[src/rtl/multi_noc_pkg.sv]
// Shared defaults and steering-mode encoding for the multi-subnet injection steer.
package multi_noc_pkg;

  localparam int DEF_NUM_NOC    = 2;
  localparam int DEF_WIDTH_PORT = 64;
  localparam int DEF_CREDITS    = 4;

  // Wide enough for the largest legal credit pool (15).
  localparam int CNT_W = 4;

  typedef enum logic {
    RR           = 1'b0,
    LEAST_LOADED = 1'b1
  } steer_mode_e;

endpackage

[src/rtl/multi_noc_steer_if.sv]
// Core-side handshake, subnet injection/credit and bypass-ring signal bundle.
interface multi_noc_steer_if #(
  parameter int NUM_NOC    = multi_noc_pkg::DEF_NUM_NOC,
  parameter int WIDTH_PORT = multi_noc_pkg::DEF_WIDTH_PORT
);

  logic                          in_valid;
  logic [WIDTH_PORT-1:0]         in_flit;
  logic                          in_ready;
  logic                          mode_sel;
  logic [NUM_NOC-1:0]            inj_valid;
  logic [NUM_NOC*WIDTH_PORT-1:0] inj_flit;
  logic [NUM_NOC-1:0]            inj_credit;
  logic [NUM_NOC-1:0]            byp_in_valid;
  logic [NUM_NOC*WIDTH_PORT-1:0] byp_in_flit;
  logic [NUM_NOC-1:0]            byp_out_valid;
  logic [NUM_NOC*WIDTH_PORT-1:0] byp_out_flit;
  logic                          credit_err;

  modport slave (
    input  in_valid, in_flit, mode_sel, inj_credit, byp_in_valid, byp_in_flit,
    output in_ready, inj_valid, inj_flit, byp_out_valid, byp_out_flit, credit_err
  );

  modport master (
    output in_valid, in_flit, mode_sel, inj_credit, byp_in_valid, byp_in_flit,
    input  in_ready, inj_valid, inj_flit, byp_out_valid, byp_out_flit, credit_err
  );

endinterface

[src/rtl/noc_credit_counter.sv]
// Per-subnet injection credit counter: saturates at CREDITS, sticky overflow on excess return.
module noc_credit_counter
  import multi_noc_pkg::*;
#(
  parameter int CREDITS = DEF_CREDITS
) (
  input  logic             clk,
  input  logic             reset,
  input  logic             dec,
  input  logic             inc,
  output logic [CNT_W-1:0] cnt,
  output logic             ovf
);

  always_ff @(posedge clk or negedge reset) begin
    if (!reset) begin
      cnt <= CNT_W'(CREDITS);
      ovf <= 1'b0;
    end else if (inc && !dec) begin
      // A return beyond the pool means the subnet over-credited us; hold and flag.
      if (cnt == CNT_W'(CREDITS)) ovf <= 1'b1;
      else                        cnt <= cnt + CNT_W'(1);
    end else if (dec && !inc && cnt != '0) begin
      cnt <= cnt - CNT_W'(1);
    end
  end

endmodule

[src/rtl/multi_noc_steer.sv]
// Steers core flits onto one of NUM_NOC subnets (round-robin or least-loaded by
// credit count) and forwards a registered bypass ring between the subnets.
module multi_noc_steer
  import multi_noc_pkg::*;
#(
  parameter int NUM_NOC    = DEF_NUM_NOC,
  parameter int WIDTH_PORT = DEF_WIDTH_PORT,
  parameter int CREDITS    = DEF_CREDITS
) (
  input logic              clk,
  input logic              reset,
  multi_noc_steer_if.slave bus
);

  localparam int IDX_W = $clog2(NUM_NOC);

  logic [CNT_W-1:0]      cnt [NUM_NOC];
  logic [NUM_NOC-1:0]    elig;
  logic [NUM_NOC-1:0]    err_vec;
  logic [IDX_W-1:0]      rr_ptr;
  logic [IDX_W-1:0]      sel;
  logic [IDX_W-1:0]      idx;
  logic [CNT_W-1:0]      best;
  logic                  found;
  int                    s;
  logic                  xfer;

  logic [NUM_NOC-1:0]    inj_vld_p1;
  logic [WIDTH_PORT-1:0] inj_flit_p1 [NUM_NOC];
  logic                  byp_vld_p1  [NUM_NOC];
  logic [WIDTH_PORT-1:0] byp_flit_p1 [NUM_NOC];

  for (genvar i = 0; i < NUM_NOC; i++) begin : g_credit
    noc_credit_counter #(.CREDITS(CREDITS)) u_cnt (
      .clk   (clk),
      .reset (reset),
      .dec   (xfer && (sel == IDX_W'(i))),
      .inc   (bus.inj_credit[i]),
      .cnt   (cnt[i]),
      .ovf   (err_vec[i])
    );
    assign elig[i] = (cnt[i] != '0);
  end

  // in_ready depends only on registered credit state, never on in_valid.
  assign bus.in_ready   = |elig;
  assign bus.credit_err = |err_vec;
  assign xfer           = bus.in_valid && bus.in_ready;

  // Scan from rr_ptr; strict '>' keeps ties on the earliest index in scan order.
  always_comb begin
    sel   = '0;
    idx   = '0;
    best  = '0;
    found = 1'b0;
    s     = 0;
    for (int k = 0; k < NUM_NOC; k++) begin
      s = int'(rr_ptr) + k;
      if (s >= NUM_NOC) s = s - NUM_NOC;
      idx = IDX_W'(s);
      if (elig[idx]) begin
        if (steer_mode_e'(bus.mode_sel) == RR) begin
          if (!found) begin
            sel   = idx;
            found = 1'b1;
          end
        end else if (!found || cnt[idx] > best) begin
          sel   = idx;
          best  = cnt[idx];
          found = 1'b1;
        end
      end
    end
  end

  // Stage p0 -> p1: registered injection strobe and flit.
  always_ff @(posedge clk or negedge reset) begin
    if (!reset) begin
      rr_ptr      <= '0;
      inj_vld_p1  <= '0;
      inj_flit_p1 <= '{default: '0};
    end else begin
      inj_vld_p1 <= '0;
      if (xfer) begin
        inj_vld_p1[sel]  <= 1'b1;
        inj_flit_p1[sel] <= bus.in_flit;
        rr_ptr           <= (sel == IDX_W'(NUM_NOC - 1)) ? '0 : sel + IDX_W'(1);
      end
    end
  end

  // Stage p0 -> p1: bypass ring, subnet i feeds subnet (i+1) mod NUM_NOC.
  for (genvar i = 0; i < NUM_NOC; i++) begin : g_byp
    localparam int J = (i + 1) % NUM_NOC;
    always_ff @(posedge clk or negedge reset) begin
      if (!reset) begin
        byp_vld_p1[J]  <= 1'b0;
        byp_flit_p1[J] <= '0;
      end else begin
        byp_vld_p1[J] <= bus.byp_in_valid[i];
        if (bus.byp_in_valid[i]) byp_flit_p1[J] <= bus.byp_in_flit[i*WIDTH_PORT +: WIDTH_PORT];
      end
    end
  end

  assign bus.inj_valid = inj_vld_p1;
  for (genvar i = 0; i < NUM_NOC; i++) begin : g_out
    assign bus.inj_flit[i*WIDTH_PORT +: WIDTH_PORT]     = inj_flit_p1[i];
    assign bus.byp_out_valid[i]                         = byp_vld_p1[i];
    assign bus.byp_out_flit[i*WIDTH_PORT +: WIDTH_PORT] = byp_flit_p1[i];
  end

endmodule

[src/flat_wrapper.sv]
// flat-port wrapper written by rule: the top's interface ports become plain ports
module multi_noc_steer_flat import multi_noc_pkg::*;
#(
  parameter int NUM_NOC    = DEF_NUM_NOC,
  parameter int WIDTH_PORT = DEF_WIDTH_PORT,
  parameter int CREDITS    = DEF_CREDITS
)
  (clk, reset, bus_in_valid, bus_in_flit, bus_mode_sel, bus_inj_credit, bus_byp_in_valid, bus_byp_in_flit, bus_in_ready, bus_inj_valid, bus_inj_flit, bus_byp_out_valid, bus_byp_out_flit, bus_credit_err);
  multi_noc_steer_if #(.NUM_NOC(NUM_NOC), .WIDTH_PORT(WIDTH_PORT)) bus_i ();
  input logic clk;
  input logic reset;
  input wire logic [$bits(bus_i.in_valid)-1:0] bus_in_valid;
  input wire logic [$bits(bus_i.in_flit)-1:0] bus_in_flit;
  input wire logic [$bits(bus_i.mode_sel)-1:0] bus_mode_sel;
  input wire logic [$bits(bus_i.inj_credit)-1:0] bus_inj_credit;
  input wire logic [$bits(bus_i.byp_in_valid)-1:0] bus_byp_in_valid;
  input wire logic [$bits(bus_i.byp_in_flit)-1:0] bus_byp_in_flit;
  output wire logic [$bits(bus_i.in_ready)-1:0] bus_in_ready;
  output wire logic [$bits(bus_i.inj_valid)-1:0] bus_inj_valid;
  output wire logic [$bits(bus_i.inj_flit)-1:0] bus_inj_flit;
  output wire logic [$bits(bus_i.byp_out_valid)-1:0] bus_byp_out_valid;
  output wire logic [$bits(bus_i.byp_out_flit)-1:0] bus_byp_out_flit;
  output wire logic [$bits(bus_i.credit_err)-1:0] bus_credit_err;
  assign bus_i.in_valid = bus_in_valid;
  assign bus_i.in_flit = bus_in_flit;
  assign bus_i.mode_sel = bus_mode_sel;
  assign bus_i.inj_credit = bus_inj_credit;
  assign bus_i.byp_in_valid = bus_byp_in_valid;
  assign bus_i.byp_in_flit = bus_byp_in_flit;
  assign bus_in_ready = bus_i.in_ready;
  assign bus_inj_valid = bus_i.inj_valid;
  assign bus_inj_flit = bus_i.inj_flit;
  assign bus_byp_out_valid = bus_i.byp_out_valid;
  assign bus_byp_out_flit = bus_i.byp_out_flit;
  assign bus_credit_err = bus_i.credit_err;
  multi_noc_steer #(.NUM_NOC(NUM_NOC), .WIDTH_PORT(WIDTH_PORT), .CREDITS(CREDITS)) u_core (.clk(clk), .reset(reset), .bus(bus_i));
endmodule
[config.mk]
export PLATFORM = sky130hd
export DESIGN_NAME = multi_noc_steer_flat
export DESIGN_NICKNAME = d
export VERILOG_FILES = /design/src/rtl/multi_noc_pkg.sv /design/src/rtl/multi_noc_steer_if.sv /design/src/rtl/noc_credit_counter.sv /design/src/rtl/multi_noc_steer.sv /design/src/flat_wrapper.sv
export SDC_FILE = /design/constraint.sdc
export NUM_CORES = 1
export LEC_CHECK = 0
export BUFFER_PORTS_ARGS = -buffer_cell sky130_fd_sc_hd__buf_2
export CORE_AREA = 2 2 177 179
export DETAILED_ROUTE_END_ITERATION = 10
export DIE_AREA = 0 0 179 181
export SYNTH_ARGS = -nofsm -noshare
export SYNTH_HDL_FRONTEND = slang
export SYNTH_SLANG_ARGS = --single-unit
[constraint.sdc]
create_clock -name clk -period 5.6 [get_ports clk]
set_input_delay 1.12 -clock clk [delete_from_list [all_inputs] [get_ports clk]]
set_output_delay 1.12 -clock clk [all_outputs]
set_load 0.03 [all_outputs]
==> run metrics, run 1 <==
status=finished, final reports clean; Syn Area/Cell=16.0 µm²; Post-DRT Antenna Nets=0; GRT overflow=0; htree depth=1; WL final=27800 µm; # Max-Cap Violations=0; CP max-delay cell=buf_4; gr usage total=16.7%; drt first pass iters=4; routing usage on met2=29.1%; final hold vios=0; cts hold-fix bufs=0; DP HPWL=20400 µm; fin. max-slew vios=0; Synth cell types=49; Num CTS Buffers=30; Worst EP required=6.03 ns; dominant synthesized flop cell=dfrtp_1; largest fanout on the critical path=70; synthesis warning total=0; Seq/Total Area, Yosys=63.0%; Longest Clk Path Bufs=3; Slew @ Worst Pin=0.999 ns; Synth Register Bits=271; Setup Skew=0.00785 ns; first-pass GRT wire length=42500 µm; vias per std cell=4.62; min Tclk post-route=4.44 ns; Die H=181 µm; Clock Tree Root=clkbuf_16; chip width=179 µm; CP arrival=4.87 ns; via count=7197; Nets=1348; Clk Latency, worst-skew pair=0.55 ns; synthesized area=10800 µm²; CP cell instances=mux2i_2 > nand3_1 > ha_1 > and3b_1 > a2111oi_4 > o311ai_2 > a311oi_4 > or2_4 > buf_4 > inv_2 > xnor2_1 > mux2_2; filler cell count=2758; core area=30300 µm²; GPL Wtd Cong=0.796; synthesis-to-layout area growth=34.8%; Post-synth EDFFs=0; Avg WL per Cell=17.8 µm; IO Port Bufs=461; asr flop ratio synth=100%; most frequent cells in the layout=460 x buf_2, 269 x dfrtp_1, 225 x mux2_2; Startpoint Class=register; Peak Freq=225 MHz; crit share post-route=79.3%; syn_nets=883; largest net degree at the start of global routing=140; die area=32400 µm²; most common cell after layout, fill and taps aside=buf_2; 1st-iter DRT viols=271; post-synthesis cell count=672; Worst-path clk slew=0.06 ns; # rows=64; Residual DRC=0; max incr delay on CP=0.74 ns; vias in the first global route=7478; final setup violation count=0; Post-Place Cells=1501; Sink Count=271; initial antenna violation count=3; final non-filler cell total=1557; PwrDens=605 nW/µm²; setup total negative slack=0 ns; post-CTS setup buffer count=0; met1 Usage GRT=20.0%; Hold Crit Class=register to register; CTS resizes=0; Worst Setup Path Type=register to register; initial core utilization=35.5%; met3 global-route usage=4.38%; P_leak=0.00696 µW; critical path capture point type=register; Max-slew headroom=33.4%; CTS tree=built; RSZ-0062 raised after global routing=no; busiest grt layer=met2; io pins=462; Max VDD drop=0.310 mV; share of cells above drive strength 1=65.7%
## cells in the mapped netlist (2+ instances only)
master / n / share of area, %
dfrtp_1: 269 / 63
mux2_2: 225 / 24
mux2_1: 36 / 3.8
nand2_1: 18 / 0.63
clkbuf_1: 17 / 0.59
buf_4: 10 / 0.70
ha_1: 9 / 1.0
nor2_1: 7 / 0.24
mux2i_1: 5 / 0.46
nand3_1: 5 / 0.23
nor3_1: 5 / 0.23
xnor2_1: 5 / 0.41
a21o_1: 4 / 0.28
o21ai_0: 4 / 0.19
a21oi_1: 3 / 0.14
buf_8: 3 / 0.42
inv_1: 3 / 0.10
nor2b_1: 3 / 0.17
o22ai_1: 3 / 0.17
and3b_1: 2 / 0.16
buf_6: 2 / 0.21
dfstp_2: 2 / 0.49
fa_1: 2 / 0.37
inv_2: 2 / 0.070
nor4_4: 2 / 0.40
o21bai_1: 2 / 0.14
or2_2: 2 / 0.12
## metal layers
layer / wire length [µm] / up-vias
li1: - / 3331
met4: 644 / 2
met3: 2180 / 49
met2: 14100 / 259
met1: 10800 / 3556
met5: 16 / -
## power breakdown
group	switching [µW]	internal [µW]
combinational	2300	1450
sequential	356	2600
clock	790	1290
## worst paths after layout
kind                                                   end  cells after the start                    startpoint  slack, ns
max reg2reg                u_core.g_credit[0].u_cnt.cnt[0]                     12                 u_core.rr_ptr       1.16
min reg2reg                   u_core.g_credit[0].u_cnt.ovf                      1  u_core.g_credit[0].u_cnt.ovf       0.47
max                        u_core.g_credit[0].u_cnt.cnt[0]                     12                 u_core.rr_ptr       1.16
max in group asynchronous          u_core.bus.inj_flit[16]                      2                         reset       3.82
min                           u_core.g_credit[0].u_cnt.ovf                      1  u_core.g_credit[0].u_cnt.ovf       0.47
min in group asynchronous     u_core.bus.byp_out_flit[112]                      1                         reset       0.57
## flip-flops by register name, indices dropped and copies added, names as in the netlist
| register | count |
|---|---|
| u_core.bus.inj_valid | 2 |
| u_core.g_credit.u_cnt.cnt | 8 |
| u_core.rr_ptr | 1 |
| u_core.bus.byp_out_flit | 128 |
| u_core.bus.inj_flit | 128 |
| u_core.g_credit.u_cnt.ovf | 2 |
| u_core.bus.byp_out_valid | 2 |
## cell families after synthesis
logic type	share of synthesized area, %
fa+ha+maj	1.42
buf+inv	2.17
flops	63.0
xor+xnor	0.407
simple gates	2.72
mux	28.0
compound gates	2.24
## metrics by stage
step                      util [%]  setup WS (ns)  hold WS [ns]  area, µm²  total power [µW]
final                         47.8           1.16         0.471      14500              8780
after detailed placement      44.3           1.00         0.457      13400              6780
after CTS                     47.8           1.08         0.474      14500              8910
after global routing          47.8          0.796         0.501      14500              9280
after floorplan                  -           1.17         0.434      10800              5730
after global placement        44.3           1.06         0.453      13400              6710
## worst max-delay path, delay by kind of cell (launching register included)
family / cells / cell delay (ns)
and+or+nand+nor: 3 / 0.52
AOI/OAI and AO/OA: 3 / 0.97
DFF: 1 / 0.71
xor gates and xnor gates: 1 / 0.19
buffers and inverters: 2 / 0.88
muxes: 2 / 0.71
adders and majority gates: 1 / 0.30
## final cells by class
class	count	area, µm²	share of cell area, %
antenna	2	5.00	0.0345
inverter	5	20.0	0.138
clock buffer	41	893	6.16
timing repair buffer	467	2390	16.5
clock inverter	13	173	1.19
tap	396	495	3.41
sequential	271	6780	46.8
multi-input combinational	362	3750	25.9
(Power assumes the default switching activity.)
==> inputs of run 2 (changes only) <==
==> constraint.sdc (replaced) <==
create_clock -name clk -period 4.7 [get_ports clk]
set_input_delay 0.94 -clock clk [delete_from_list [all_inputs] [get_ports clk]]
set_output_delay 0.94 -clock clk [all_outputs]
set_load 0.03 [all_outputs]
==> run 2 against run 1 <==
Against the previous run: cell count is essentially flat; combinational power up 20%; wire length increased by 0.97%; sequential power rose by 20%; hold slack got worse by 0.0026 ns; flip-flop and latch count did not move; first-iteration DRC count is 2.6% higher; sequential share of layout area grew 0.19 points; die area is the same; clock power grew 13%; register-to-register slack worse by 0.74 ns.
==> run metrics, run 2 (synthesized netlist as in run 1, its figures left out) <==
status=finished, final reports clean; Setup Skew=0.0123 ns; setup total negative slack=0 ns; IO Port Bufs=461; Hold Crit Class=register to register; DP Area=13500 µm²; design area=14500 µm²; Longest Clk Path Bufs=3; Worst-path clk slew=0.06 ns; gr usage total=17.0%; Clk Latency, worst-skew pair=0.55 ns; CTS tree=built; via count=7200; CP arrival=4.71 ns; Critical Path End=u_core.g_credit[1].u_cnt.cnt[3]; Clock Tree Root=clkbuf_16; htree depth=1; Setup crit start=u_core.g_credit[0].u_cnt.cnt[3]; worst r2r src=u_core.g_credit[0].u_cnt.cnt[3]; filler cell count=2826; Startpoint Class=register; Avg WL per Cell=18.0 µm; RR Endpoint=u_core.g_credit[1].u_cnt.cnt[3]; largest net degree at the start of global routing=142; Nets=1350; DP HPWL=20400 µm; initial antenna violation count=2; Slew @ Worst Pin=1.12 ns; Register-to-Register Path Depth=18; fin. max-slew vios=0; Worst EP required=5.12 ns; io pins=462; first-pass GRT wire length=43200 µm; P_leak=0.00693 µW; initial core utilization=35.5%; # rows=64; largest fanout on the critical path=9; FF-to-FF setup slack=0.41 ns; GRT overflow=0; synthesis-to-layout area growth=34.2%; crit share post-route=91.2%; 1st-iter DRT viols=278; final hold vios=0; vias in the first global route=7465; Max-slew headroom=25.5%; most frequent cells in the layout=460 x buf_2, 268 x dfrtp_1, 225 x mux2_2; most common cell after layout, fill and taps aside=buf_2; WL final=28100 µm; Peak Freq=233 MHz; # Max-Cap Violations=0; drt first pass iters=4; cts hold-fix bufs=0; Num CTS Buffers=29; PwrDens=717 nW/µm²; chip width=179 µm; final setup violation count=0; Min-Delay Startpoint=u_core.g_credit[1].u_cnt.ovf; share of cells above drive strength 1=65.6%; Die H=181 µm; RSZ-0062 raised after global routing=no; min Tclk post-route=4.29 ns; Worst Setup Path Type=register to register; core area=30300 µm²; GPL Wtd Cong=0.794; Post-DRT Antenna Nets=0; vias per std cell=4.63; Residual DRC=0; Max VDD drop=0.494 mV; critical path capture point type=register; Sink Count=271; die area=32400 µm²
[run 2: power by group]
part           internal [µW]  switching (µW)
Combinational           1730            2740
Clock                   1440             926
Sequential              3100             432
[run 2: timing repair]
item	in CTS	in global routing
resized for setup	0	1
setup buffers	0	0
endpoints found under the setup margin	0	1
[run 2: layout make-up]
| type | count | area, µm² | share of cell area (%) |
|---|---|---|---|
| diodes | 1 | 2.50 | 0.0173 |
| clock buffers | 39 | 823 | 5.70 |
| clock inverters | 12 | 166 | 1.15 |
| inverters | 5 | 20.0 | 0.139 |
| multi-input cells | 362 | 3750 | 26.0 |
| flip-flops and latches | 271 | 6790 | 46.9 |
| well taps | 396 | 495 | 3.43 |
| repair buffers | 470 | 2410 | 16.7 |
[run 2: per-stage QoR]
step           utilization [%]  std cells  setup slack [ns]  hold WS [ns]  total power (µW)
6_report                  47.6       1556             0.412         0.468             10400
5_1_grt                   47.6       1556            0.0450         0.487             11000
4_1_cts                   47.6       1555             0.300         0.472             10500
3_5_place_dp              44.4       1504             0.345         0.457              8100
3_3_place_gp              44.4       1504             0.422         0.463              8000
2_1_floorplan                -        672             0.266         0.434              6830
[run 2: critical path, cell delays in order (launching register included)]
cell and delay [ns]:
dfrtp_1 0.45, nor4_4 0.43, mux2i_2 0.21, nand2_1 0.11, nor2_1 0.05, ha_1 0.27, and4_1 0.19, or3_1 0.31
o22a_1 0.20, a311oi_4 0.41, nand3_4 0.19, nand2_1 0.22, ha_1 0.26, a21o_1 0.15, a21o_1 0.20, nor4_1 0.18
nand2_1 0.11, o22ai_1 0.17, a31oi_1 0.06
[run 2: layer usage]
| layer | share of wire, % | vias up | global-route usage, % |
|---|---|---|---|
| met2 | 51 | 248 | 29.8 |
| met3 | 7.5 | 41 | 4.25 |
| met5 | 0.025 | - | 0 |
| met1 | 39 | 3584 | 20.6 |
| li1 | - | 3325 | - |
| met4 | 2.2 | 2 | 4.81 |
[run 2: worst min path at each step]
stage | end | slack, ns | cells past startpoint
global route | u_core.g_credit[1].u_cnt.ovf | 0.49 | 1
floorplan | u_core.g_credit[1].u_cnt.ovf | 0.43 | 1
CTS | u_core.g_credit[1].u_cnt.ovf | 0.47 | 1
detailed placement | u_core.g_credit[1].u_cnt.ovf | 0.46 | 1
global placement | u_core.bus.inj_flit[109] | 0.46 | 1
finish | u_core.g_credit[1].u_cnt.ovf | 0.47 | 1
==> inputs of run 3 (changes only) <==
--- a/config.mk
+++ b/config.mk
@@ -6,9 +6,11 @@
 export NUM_CORES = 1
 export LEC_CHECK = 0
 export BUFFER_PORTS_ARGS = -buffer_cell sky130_fd_sc_hd__buf_2
-export CORE_AREA = 2 2 177 179
+export CORE_AREA = 8 8 173 175
 export DETAILED_ROUTE_END_ITERATION = 10
-export DIE_AREA = 0 0 179 181
+export DIE_AREA = 0 0 181 183
+export MAX_ROUTING_LAYER = met4
+export PLACE_DENSITY = 0.69
 export SYNTH_ARGS = -nofsm -noshare
 export SYNTH_HDL_FRONTEND = slang
 export SYNTH_SLANG_ARGS = --single-unit
==> run 3 against run 2 <==
Against the previous run: total power grew 1.0%; non-clock buffer count down 1; critical endpoint unchanged; cell count fell by 3.2%; largest cell class unchanged.
==> run metrics, run 3 (synthesized netlist as in run 1, its figures left out) <==
metal3 WL=1790 µm; Metal-1 WL=11800 µm; Worst-path clk slew=0.06 ns; CP arrival=4.76 ns; Max VDD drop=0.385 mV; WL final=30000 µm; htree depth=1; share of cells above drive strength 1=65.6%; Die H=183 µm; post-CTS setup buffer count=0; FF-to-FF setup slack=0.36 ns; Clk Latency, worst-skew pair=0.54 ns; Setup Skew=0.0152 ns; Util after Layout=52.8%; Setup crit start=u_core.g_credit[0].u_cnt.cnt[3]; worst r2r src=u_core.g_credit[0].u_cnt.cnt[3]; metal2 WL=15700 µm; Peak Freq=230 MHz; most common cell after layout, fill and taps aside=buf_2; Avg WL per Cell=20.0 µm; GRT overflow=0; cts hold-fix bufs=0; min Tclk post-route=4.34 ns; Hold Crit Class=register to register; CTS resizes=0; vias per std cell=4.85; initial antenna violation count=1; largest fanout on the critical path=9; final hold vios=0; die area=33100 µm²; setup total negative slack=0 ns; first-pass GRT wire length=46300 µm; Tot Pwr=10500 µW; fin worst setup slack=0.359 ns; Residual DRC=0; largest net degree at the start of global routing=129; Min-Delay Startpoint=u_core.g_credit[0].u_cnt.ovf; drt first pass iters=4; final setup violation count=0; 1st-iter DRT viols=253; fin. max-slew vios=0; DP HPWL=22700 µm; chip width=181 µm; vias in the first global route=8272; pre-CTS setup slack=0.316 ns; crit share post-route=92.4%; core area=27300 µm²; io pins=462; PwrDens=725 nW/µm²; synthesis-to-layout area growth=34.0%; RSZ-0062 raised after global routing=no; Nets=1349; Longest Clk Path Bufs=3; Startpoint Class=register; gr usage total=17.9%; P_leak=0.00694 µW; # Max-Cap Violations=0; filler cell count=2361; Hold WS=0.475 ns; critical path capture point type=register; Num CTS Buffers=29; initial core utilization=39.4%; # rows=61; CTS tree=built; Register-to-Register Path Depth=17; Slew @ Worst Pin=1.20 ns; IO Port Bufs=461; Worst Setup Path Type=register to register; Max-slew headroom=20.0%; Hold Path Depth=1; Worst EP required=5.12 ns; Max Used Layer=met4; status=finished, final reports clean; Sink Count=271; Clock Tree Root=clkbuf_16; most frequent cells in the layout=460 x buf_2, 268 x dfrtp_1, 225 x mux2_2; Post-DRT Antenna Nets=0; via count=7311; GPL Wtd Cong=0.822
[run 3: metal layers]
layer,vias to the layer above,global-route usage [%]
met2,256,32.0
met1,3664,19.9
li1,3335,-
met3,56,4.12
met5,-,-
met4,0,5.31
[run 3: final timing paths]
| check | to |
|---|---|
| setup / recovery | u_core.g_credit[1].u_cnt.cnt[3] |
| min in group asynchronous | u_core.bus.inj_flit[44] |
| hold reg to reg | u_core.g_credit[0].u_cnt.ovf |
| setup reg to reg | u_core.g_credit[1].u_cnt.cnt[3] |
| hold / removal | u_core.g_credit[0].u_cnt.ovf |
| max in group asynchronous | u_core.bus.byp_out_flit[61] |
[run 3: final cells by class]
type | count | area (µm²) | share of cell area, %
Sequential cell | 271 | 6790 | 47.0
Tap cell | 346 | 433 | 3.00
Antenna cell | 1 | 2.50 | 0.0173
Multi-Input combinational cell | 362 | 3750 | 26.0
Inverter | 5 | 18.8 | 0.130
Clock inverter | 16 | 219 | 1.52
Clock buffer | 36 | 782 | 5.42
Timing Repair Buffer | 469 | 2440 | 16.9
[run 3: report_power, final]
| group | total (µW) | switching, µW | internal (µW) |
|---|---|---|---|
| combinational | 4550 | 2790 | 1760 |
| clock | 2380 | 922 | 1450 |
| sequential | 3550 | 447 | 3100 |
[run 3: stage by stage]
step           cell area, µm²  cells
5_1_grt                 14400   1506
6_report                14400   1506
2_1_floorplan           10800    672
3_5_place_dp            13400   1453
4_1_cts                 14400   1505
3_3_place_gp            13400   1453
[run 3: critical path, cell delays in order (launching register included)]
cell and delay [ns]:
dfrtp_1 0.45, nor4_4 0.47, mux2i_2 0.22, nand3_1 0.13
ha_1 0.24, and3b_1 0.20, a2111oi_4 0.37, o311ai_2 0.19
a311oi_4 0.43, nand3_4 0.18, nand2_1 0.20, ha_1 0.26
a21o_1 0.16, a21o_1 0.20, nor4_1 0.18, nand2_1 0.11
o22ai_1 0.16, a31oi_1 0.06
